`config.mk`:
```
export PLATFORM = sky130hd
export DESIGN_NAME = fifo_wr_ctrl
export DESIGN_NICKNAME = d
export VERILOG_FILES = /design/src/rtl/fifo_wr_ctrl_pkg.sv /design/src/rtl/fifo_wr_ctrl_sync.sv /design/src/rtl/fifo_wr_ctrl.sv
export SDC_FILE = /design/constraint.sdc
export NUM_CORES = 1
export LEC_CHECK = 0
export CAP_MARGIN = 20
export CORE_UTILIZATION = 45
export CTS_BUF_LIST = sky130_fd_sc_hd__clkbuf_16
export CTS_CLUSTER_DIAMETER = 150
export DETAILED_ROUTE_END_ITERATION = 7
export GPL_TIMING_DRIVEN = 0
export PLACE_DENSITY = 0.83
export SLEW_MARGIN = 20
export SYNTH_ARGS = -nofsm -noshare
export SYNTH_HDL_FRONTEND = slang
export SYNTH_HIERARCHICAL = 1
export SYNTH_SLANG_ARGS = --single-unit
```
`constraint.sdc`:
```
create_clock -name W_CLK -period 4.2 [get_ports W_CLK]
set_clock_uncertainty 0.15 [all_clocks]
set_input_delay 0.63 -clock W_CLK [delete_from_list [all_inputs] [get_ports W_CLK]]
set_output_delay 0.63 -clock W_CLK [all_outputs]
set_load 0.02 [all_outputs]
```
`src/rtl/fifo_wr_ctrl_pkg.sv`:
```
// Shared async-FIFO helpers, used by both the write- and read-side controllers.
//  - ADDR_WIDTH_DEF / PTR_WIDTH : default address width and pointer width (one wrap bit extra)
//  - bin2gray / gray2bin        : pointer code conversion on a wide, zero-extended vector;
//                                 callers size-cast the result back to their pointer width
package fifo_wr_ctrl_pkg;

    localparam int ADDR_WIDTH_DEF = 3;
    localparam int PTR_WIDTH      = ADDR_WIDTH_DEF + 1;
    localparam int CONV_WIDTH     = 16;

    typedef logic [CONV_WIDTH-1:0] conv_t;

    function automatic conv_t bin2gray(input conv_t b);
        return b ^ (b >> 1);
    endfunction

    // Leading zeros from zero-extension leave the low bits' result untouched.
    function automatic conv_t gray2bin(input conv_t g);
        conv_t b;
        b[CONV_WIDTH-1] = g[CONV_WIDTH-1];
        for (int i = CONV_WIDTH - 2; i >= 0; i--)
            b[i] = b[i+1] ^ g[i];
        return b;
    endfunction

endpackage

```
`src/rtl/fifo_wr_ctrl_sync.sv`:
```
// Two-flop synchroniser for a Gray-coded pointer crossing into this clock domain.
//  gclk   : destination clock
//  grst_n : async active-low reset, clears both stages
//  d      : asynchronous input
//  q      : synchronised output (second stage)
module ptr_sync_2ff #(
    parameter int WIDTH = 4
) (
    input  logic             gclk,
    input  logic             grst_n,
    input  logic [WIDTH-1:0] d,
    output logic [WIDTH-1:0] q
);

    logic [WIDTH-1:0] q1;

    always_ff @(posedge gclk or negedge grst_n) begin
        if (!grst_n) begin
            q1 <= '0;
            q  <= '0;
        end else begin
            q1 <= d;
            q  <= q1;
        end
    end

endmodule

```
`src/rtl/fifo_wr_ctrl.sv`:
```
// Write-side controller of the async FIFO (W_CLK domain).
//  W_CLK, W_RST   : clock, async active-low reset
//  W_INC, W_DATA  : producer push request and data
//  R_PTR_GRAY     : read pointer (Gray) from the read domain, asynchronous
//  W_CLK_EN       : memory write enable (push accepted this edge)
//  W_ADDR         : memory write address
//  W_DATA_MEM     : data to memory (pass-through)
//  W_PTR_GRAY     : registered Gray write pointer to the read domain
//  W_FULL/W_AFULL : full / almost-full status (registered)
//  W_LEVEL        : fill level 0..MEM_DEPTH as seen from the write side (registered)
//  W_OVF          : sticky, a push was attempted while full
module fifo_wr_ctrl
    import fifo_wr_ctrl_pkg::*;
#(
    parameter int DATA_WIDTH   = 8,
    parameter int ADDR_WIDTH   = ADDR_WIDTH_DEF,
    parameter int MEM_DEPTH    = 2 ** ADDR_WIDTH,
    parameter int AFULL_THRESH = MEM_DEPTH - 2
) (
    input  logic                  W_CLK,
    input  logic                  W_RST,
    input  logic                  W_INC,
    input  logic [DATA_WIDTH-1:0] W_DATA,
    input  logic [ADDR_WIDTH:0]   R_PTR_GRAY,
    output logic                  W_CLK_EN,
    output logic [ADDR_WIDTH-1:0] W_ADDR,
    output logic [DATA_WIDTH-1:0] W_DATA_MEM,
    output logic [ADDR_WIDTH:0]   W_PTR_GRAY,
    output logic                  W_FULL,
    output logic                  W_AFULL,
    output logic [ADDR_WIDTH:0]   W_LEVEL,
    output logic                  W_OVF
);

    localparam int PW = ADDR_WIDTH + 1;
    localparam logic [PW-1:0] AFULL_T = PW'(AFULL_THRESH);

    logic [PW-1:0] wbin, wbin_next, wgray_next;
    logic [PW-1:0] rq2, rbin, full_gray, level_next;

    ptr_sync_2ff #(.WIDTH(PW)) u_rptr_sync (
        .gclk   (W_CLK),
        .grst_n (W_RST),
        .d      (R_PTR_GRAY),
        .q      (rq2)
    );

    assign W_CLK_EN   = W_INC & ~W_FULL;
    assign W_ADDR     = wbin[ADDR_WIDTH-1:0];
    assign W_DATA_MEM = W_DATA;

    assign wbin_next  = wbin + PW'(W_CLK_EN);
    assign wgray_next = PW'(bin2gray(CONV_WIDTH'(wbin_next)));
    assign rbin       = PW'(gray2bin(CONV_WIDTH'(rq2)));

    // Full when the write pointer sits exactly one lap ahead of the read
    // pointer: in Gray code that is the top two bits inverted, rest equal.
    assign full_gray  = {~rq2[PW-1:PW-2], rq2[PW-3:0]};

    // Computed from the stale synchronised read pointer, so it can only
    // overstate occupancy.
    assign level_next = wbin_next - rbin;

    always_ff @(posedge W_CLK or negedge W_RST) begin
        if (!W_RST) begin
            wbin       <= '0;
            W_PTR_GRAY <= '0;
            W_FULL     <= 1'b0;
            W_AFULL    <= 1'b0;
            W_LEVEL    <= '0;
            W_OVF      <= 1'b0;
        end else begin
            wbin       <= wbin_next;
            W_PTR_GRAY <= wgray_next;
            W_FULL     <= (wgray_next == full_gray);
            W_AFULL    <= (level_next >= AFULL_T);
            W_LEVEL    <= level_next;
            if (W_INC && W_FULL)
                W_OVF <= 1'b1;
        end
    end

endmodule

```
## Word level (Yosys, flattened, before mapping)

Cells that the tools add are included.

| cells by class | value |
|---|---|
| shift operators | 0 |
| add/subtract/negate cells | 2 |
| multiplexer cells | 0 |
| reduce and logical (&&, ||, !) cells | 1 |
| magnitude comparators | 1 |
| $mul | 0 |
| bitwise operators | 7 |
| equality and inequality tests | 1 |
| div/mod/pow operators | 0 |

Operators by type and width:

| kind | number |
|---|---|
| adder 4 x 1 -> 4 bit | 1 |
| == test 4 bit | 1 |
| >= comparator 4 x 3 -> 1 bit (second input constant) | 1 |
| subtractor 4 bit | 1 |
| XOR 4 x 3 -> 4 bit | 1 |
| XOR 1 bit | 3 |
| NOT 2 bit | 1 |
| AND 1 bit | 1 |
| logical AND 1 bit | 1 |
| NOT 1 bit | 1 |

| word-level totals | value |
|---|---|
| memory bits (writable) | 0 |
| bits of input ports | 15 |
| bits in latches | 0 |
| bits in read-only memories | 0 |
| memories | 0 |
| word-level logic and storage cells | 20 |
| output and inout bits | 23 |
| bits in registers | 23 |

## Depth between registers and ports, before layout

| depth | value |
|---|---|
| depth after elaboration | 5 |
| depth in mapped cells | 9 |
| mapped depth without buffers | 9 |

## Cells and area by module

Netlist, hierarchy kept.

By module, submodules not included:

| module | seq. area each (um2) | area an instance (um2) | times used | cells each |
|---|---|---|---|---|
| fifo_wr_ctrl | 350.3 | 734.5 | 1 | 59 |
| ptr_sync_2ff | 200.2 | 200.2 | 1 | 8 |

## Least setup slack after synthesis

OpenSTA, ideal clock, no wires.

| timing path | value |
|---|---|
| kind | input-to-reg |
| start | input W_INC |
| end | register W_AFULL |
| path buffers | 0 |
| arrival time | 2.615 ns |
| slack | 1.317 ns |
| library setup time | 0.118 ns |
| cell stages on the path | 9 |
| data required time | 3.932 ns |
| cell sequence | nor2b_1 > ha_1 > ha_1 > xor2_2 > ha_1 > a21oi_1 > o21ai_0 > xor3_1 > a21o_1 |

| on the way | value |
|---|---|
| cells in the longest elaborated chain, start to end | 4 |

Ends and longest elaborated chain:

| item | RTL line | text |
|---|---|---|
| start, declared | fifo_wr_ctrl.sv:22 | `input logic W_INC,` |
| AND 1 bit | fifo_wr_ctrl.sv:48 | `assign W_CLK_EN = W_INC & ~W_FULL;` |
| adder 4 x 1 -> 4 bit | fifo_wr_ctrl.sv:52 | `assign wbin_next = wbin + PW'(W_CLK_EN);` |
| net wbin_next[2] | fifo_wr_ctrl.sv:38 | `logic [PW-1:0] wbin, wbin_next, wgray_next;` |
| subtractor 4 bit | fifo_wr_ctrl.sv:62 | `assign level_next = wbin_next - rbin;` |
| net level_next[3] | fifo_wr_ctrl.sv:39 | `logic [PW-1:0] rq2, rbin, full_gray, level_next;` |
| >= comparator 4 x 3 -> 1 bit | fifo_wr_ctrl.sv:76 | `W_AFULL <= (level_next >= AFULL_T);` |
| end signal, assigned | fifo_wr_ctrl.sv:76 |  |
| end, declared | fifo_wr_ctrl.sv:30 | `output logic W_AFULL,` |

The timed path passes the listed nets, and every way through them passes these cells.
A chain may end at the register's enable or synchronous reset.

## Final worst setup path

Same ends and word-level chain as after synthesis.

==> results_dict.tcl <==
set metrics [dict create \
    p_leak_uw 0.0006127 \
    routed_wl_um 1442 \
    drv_cap 0 \
    fin_crit_sh 0.7409 \
    grt_start_max_net_pins 23 \
    clock_path_buffers 2 \
    cts_tree "done" \
    power.clock.fraction 0.174 \
    arrival_ps 3100 \
    drt_iter0_drc 5 \
    path_depth 10 \
    synthTopCellsByArea "dfrtp_1 (59%), ha_1 (6.7%), buf_4 (6.4%), xnor2_1 (4.7%), xor2_1 (4.7%)" \
    ios 38 \
    via_per_inst 4.591 \
    dieArea_um2 2263 \
    syn_nets 88 \
    htree_levels 1 \
    slew_viol_final 0 \
    crit_type "primary input to flip-flop" \
    cts.clk_slew.worst_paths_ps 50 \
    cts.repair.resized 0 \
    tns_ps 0 \
    p_per_area_nw_per_um2 835.7 \
    grt_pass1_wl_um 2132 \
    slowest_delay_ps 470 \
    fillers 160 \
    track_usage 0.1435 \
    yosys_register_bits 22 \
    rr_worst_depth 9 \
    cp_cell_sequence "clkdlybuf4s50_1 > nor2b_1 > ha_1 > ha_1 > xor2_2 > ha_1 > nand2_1 > o21ai_0 > xor3_1 > a21o_1" \
    hold_viol_final 0 \
    crit_buf_inv 1 \
    cp.required_ps 4190 \
    p_int_uw 707.7 \
    p_total_uw 1118 \
    whs_path_depth 0 \
    fin_crit_ps 3112 \
    relSlewSlack 0.3637 \
    cts_sinks 22 \
    dp.final_hpwl_um 1129 \
    dp_cells 123 \
    fmax_mhz 321.4 \
    drc 0 \
    crit_slowest_cell "clkdlybuf4s50_1" \
    avgSynthCellArea_um2 13.95 \
    portBuffers 29 \
    drive_gt1_frac 0.1400 \
    hold_buffers 0 \
    core_um2 1962 \
    placementRows 16 \
    worst_ir_drop_vdd_mv 0.4225 \
    yosys.area.top_type "dfrtp_1" \
    postRouteAntennaNets 0 \
    synth_most_common_cell "dfrtp_1" \
    finalNonFillerCells 127 \
    cts_buffers 3 \
    hp-start "u_rptr_sync/q1[2]$_DFF_PN0_" \
    synth-seq-area-share 0.5890 \
    rsz0062_at_grt "no" \
    postCtsSetupRepairBufs 0 \
    synth_warnings 6 \
    critPathMostFrequentCell "ha_1" \
    antenna_found_initial 0 \
    hp-class "flip-flop to flip-flop" \
    cts_root_buffer "clkbuf_16" \
    pre_cts_ws_ps 810.4 \
    setup.worst_path.end_class "flip-flop" \
    overflow 0 \
    critical_path.top_delay_family "adder cells" \
    combPwrFrac 0.530 \
    cp-startpoint "W_INC" \
    finalSetupViolations 0 \
    synth.cell_area_um2 934.6 \
    seq_power_share 0.297 \
    synth_ff_type "dfrtp_1" \
    worst_slew_pin_slew_ps 951.4 \
    first_global_vias 526 \
    fin_ws_ps 1088 \
    wire_per_inst_um 11.35 \
    clk_latency_ps 250 \
    die_w_um 47.58 \
    ys_types 18 \
    die_h_um 47.58 \
    dr.pass1.iters 4 \
    status "finished clean" \
    synth-edff-count 0 \
    synthCells 67 \
    power.switching_uw 410.1 \
    start_util 0.4764 \
    worstReg2RegStart "W_FULL$_DFF_PN0_" \
    diodes 0 \
    area_growth_pct 43.11 \
    fin_nets 122 \
    startpoint_type "primary input" \
    routabilityCongestion 0.7593 \
    swShare 0.3669 \
    yosys-top-cells-count "dfrtp_1 (22), buf_4 (8), inv_1 (6)" \
    ys_async_sr_fraction 1.000 \
    synth_top_area_share 0.5890 \
    cp_max_fo 6 \
    vias 583 \
    whs_ps 196.1 \
]
worst reg2reg max path: cells and delay by family, from the launching register on:
kind                       cells  cell delay, ps
adders and majority gates      3             680
xor gates and xnor gates       2             660
DFF                            1             390
AOI/OAI and AO/OA              2             390
and+or+nand+nor                2             250
final timing paths:
kind	endpoint	slack, ps
worst max register to register	W_AFULL$_DFF_PN0_	1560
min in group asynchronous	wbin[1]$_DFF_PN0_	760
worst min-delay path	u_rptr_sync/q[2]$_DFF_PN0_	200
max in group asynchronous	W_FULL$_DFF_PN0_	2560
worst max-delay path	W_AFULL$_DFF_PN0_	1090
worst min register to register	u_rptr_sync/q[2]$_DFF_PN0_	200
logic make-up after synthesis:
logic type	share of synthesized area
adder cells (fa/ha/maj)	0.08835
flip-flops	0.5890
XOR/XNOR	0.1539
AND/OR/NAND/NOR	0.04551
buffers and inverters	0.08835
AO/OA/AOI/OAI	0.03479
cell type report:
cell class | instances | area [um^2] | area share
Clock buffer | 3 | 75.07 | 0.05613
Multi-Input combinational cell | 31 | 301.5 | 0.2254
Tap cell | 27 | 33.78 | 0.02526
Sequential cell | 22 | 550.5 | 0.4116
Inverter | 6 | 22.52 | 0.01684
Buffer | 8 | 60.06 | 0.04490
Clock inverter | 1 | 3.754 | 0.002806
Timing Repair Buffer | 29 | 290.3 | 0.2170
routing by layer:
metal / track usage / wire length [um]
met1: 0.1460 / 546
met2: 0.2795 / 773
met3: 0.03774 / 121
met4: 0.05000 / 0
met5: 0 / 0
placed cells by master, fill, tap and decap left out, types with 2 or more instances in the layout:
cell type	count
clkdlybuf4s50_1	29
ha_1	5
clkbuf_16	3
xnor2_1	5
or3_1	2
inv_1	6
a21o_1	2
xor2_1	5
buf_4	8
dfrtp_1	22
nand3_1	2
xor2_2	2
sequential cells by signal (all words and copies together), names as in the netlist:
name,flops
W_FULL,1
u_rptr_sync/q1,4
u_rptr_sync/q,4
wbin,3
W_LEVEL,4
W_OVF,1
W_PTR_GRAY,4
W_AFULL,1
metrics by stage:
stage,utilization,instance area (um^2)
2_1_floorplan,-,934.6
3_3_place_gp,0.6416,1259
3_5_place_dp,0.6416,1259
4_1_cts,0.6818,1338
5_1_grt,0.6818,1338
6_report,0.6818,1338
power groups by stage:
stage	clock, uW	sequential (uW)	combinational [uW]
after CTS	199	333	601
final	194	331	592
after detailed placement	0	337	597
after floorplan	0	421	294
after global placement	0	331	580
after global routing	207	340	653
(Power assumes the default switching activity.)
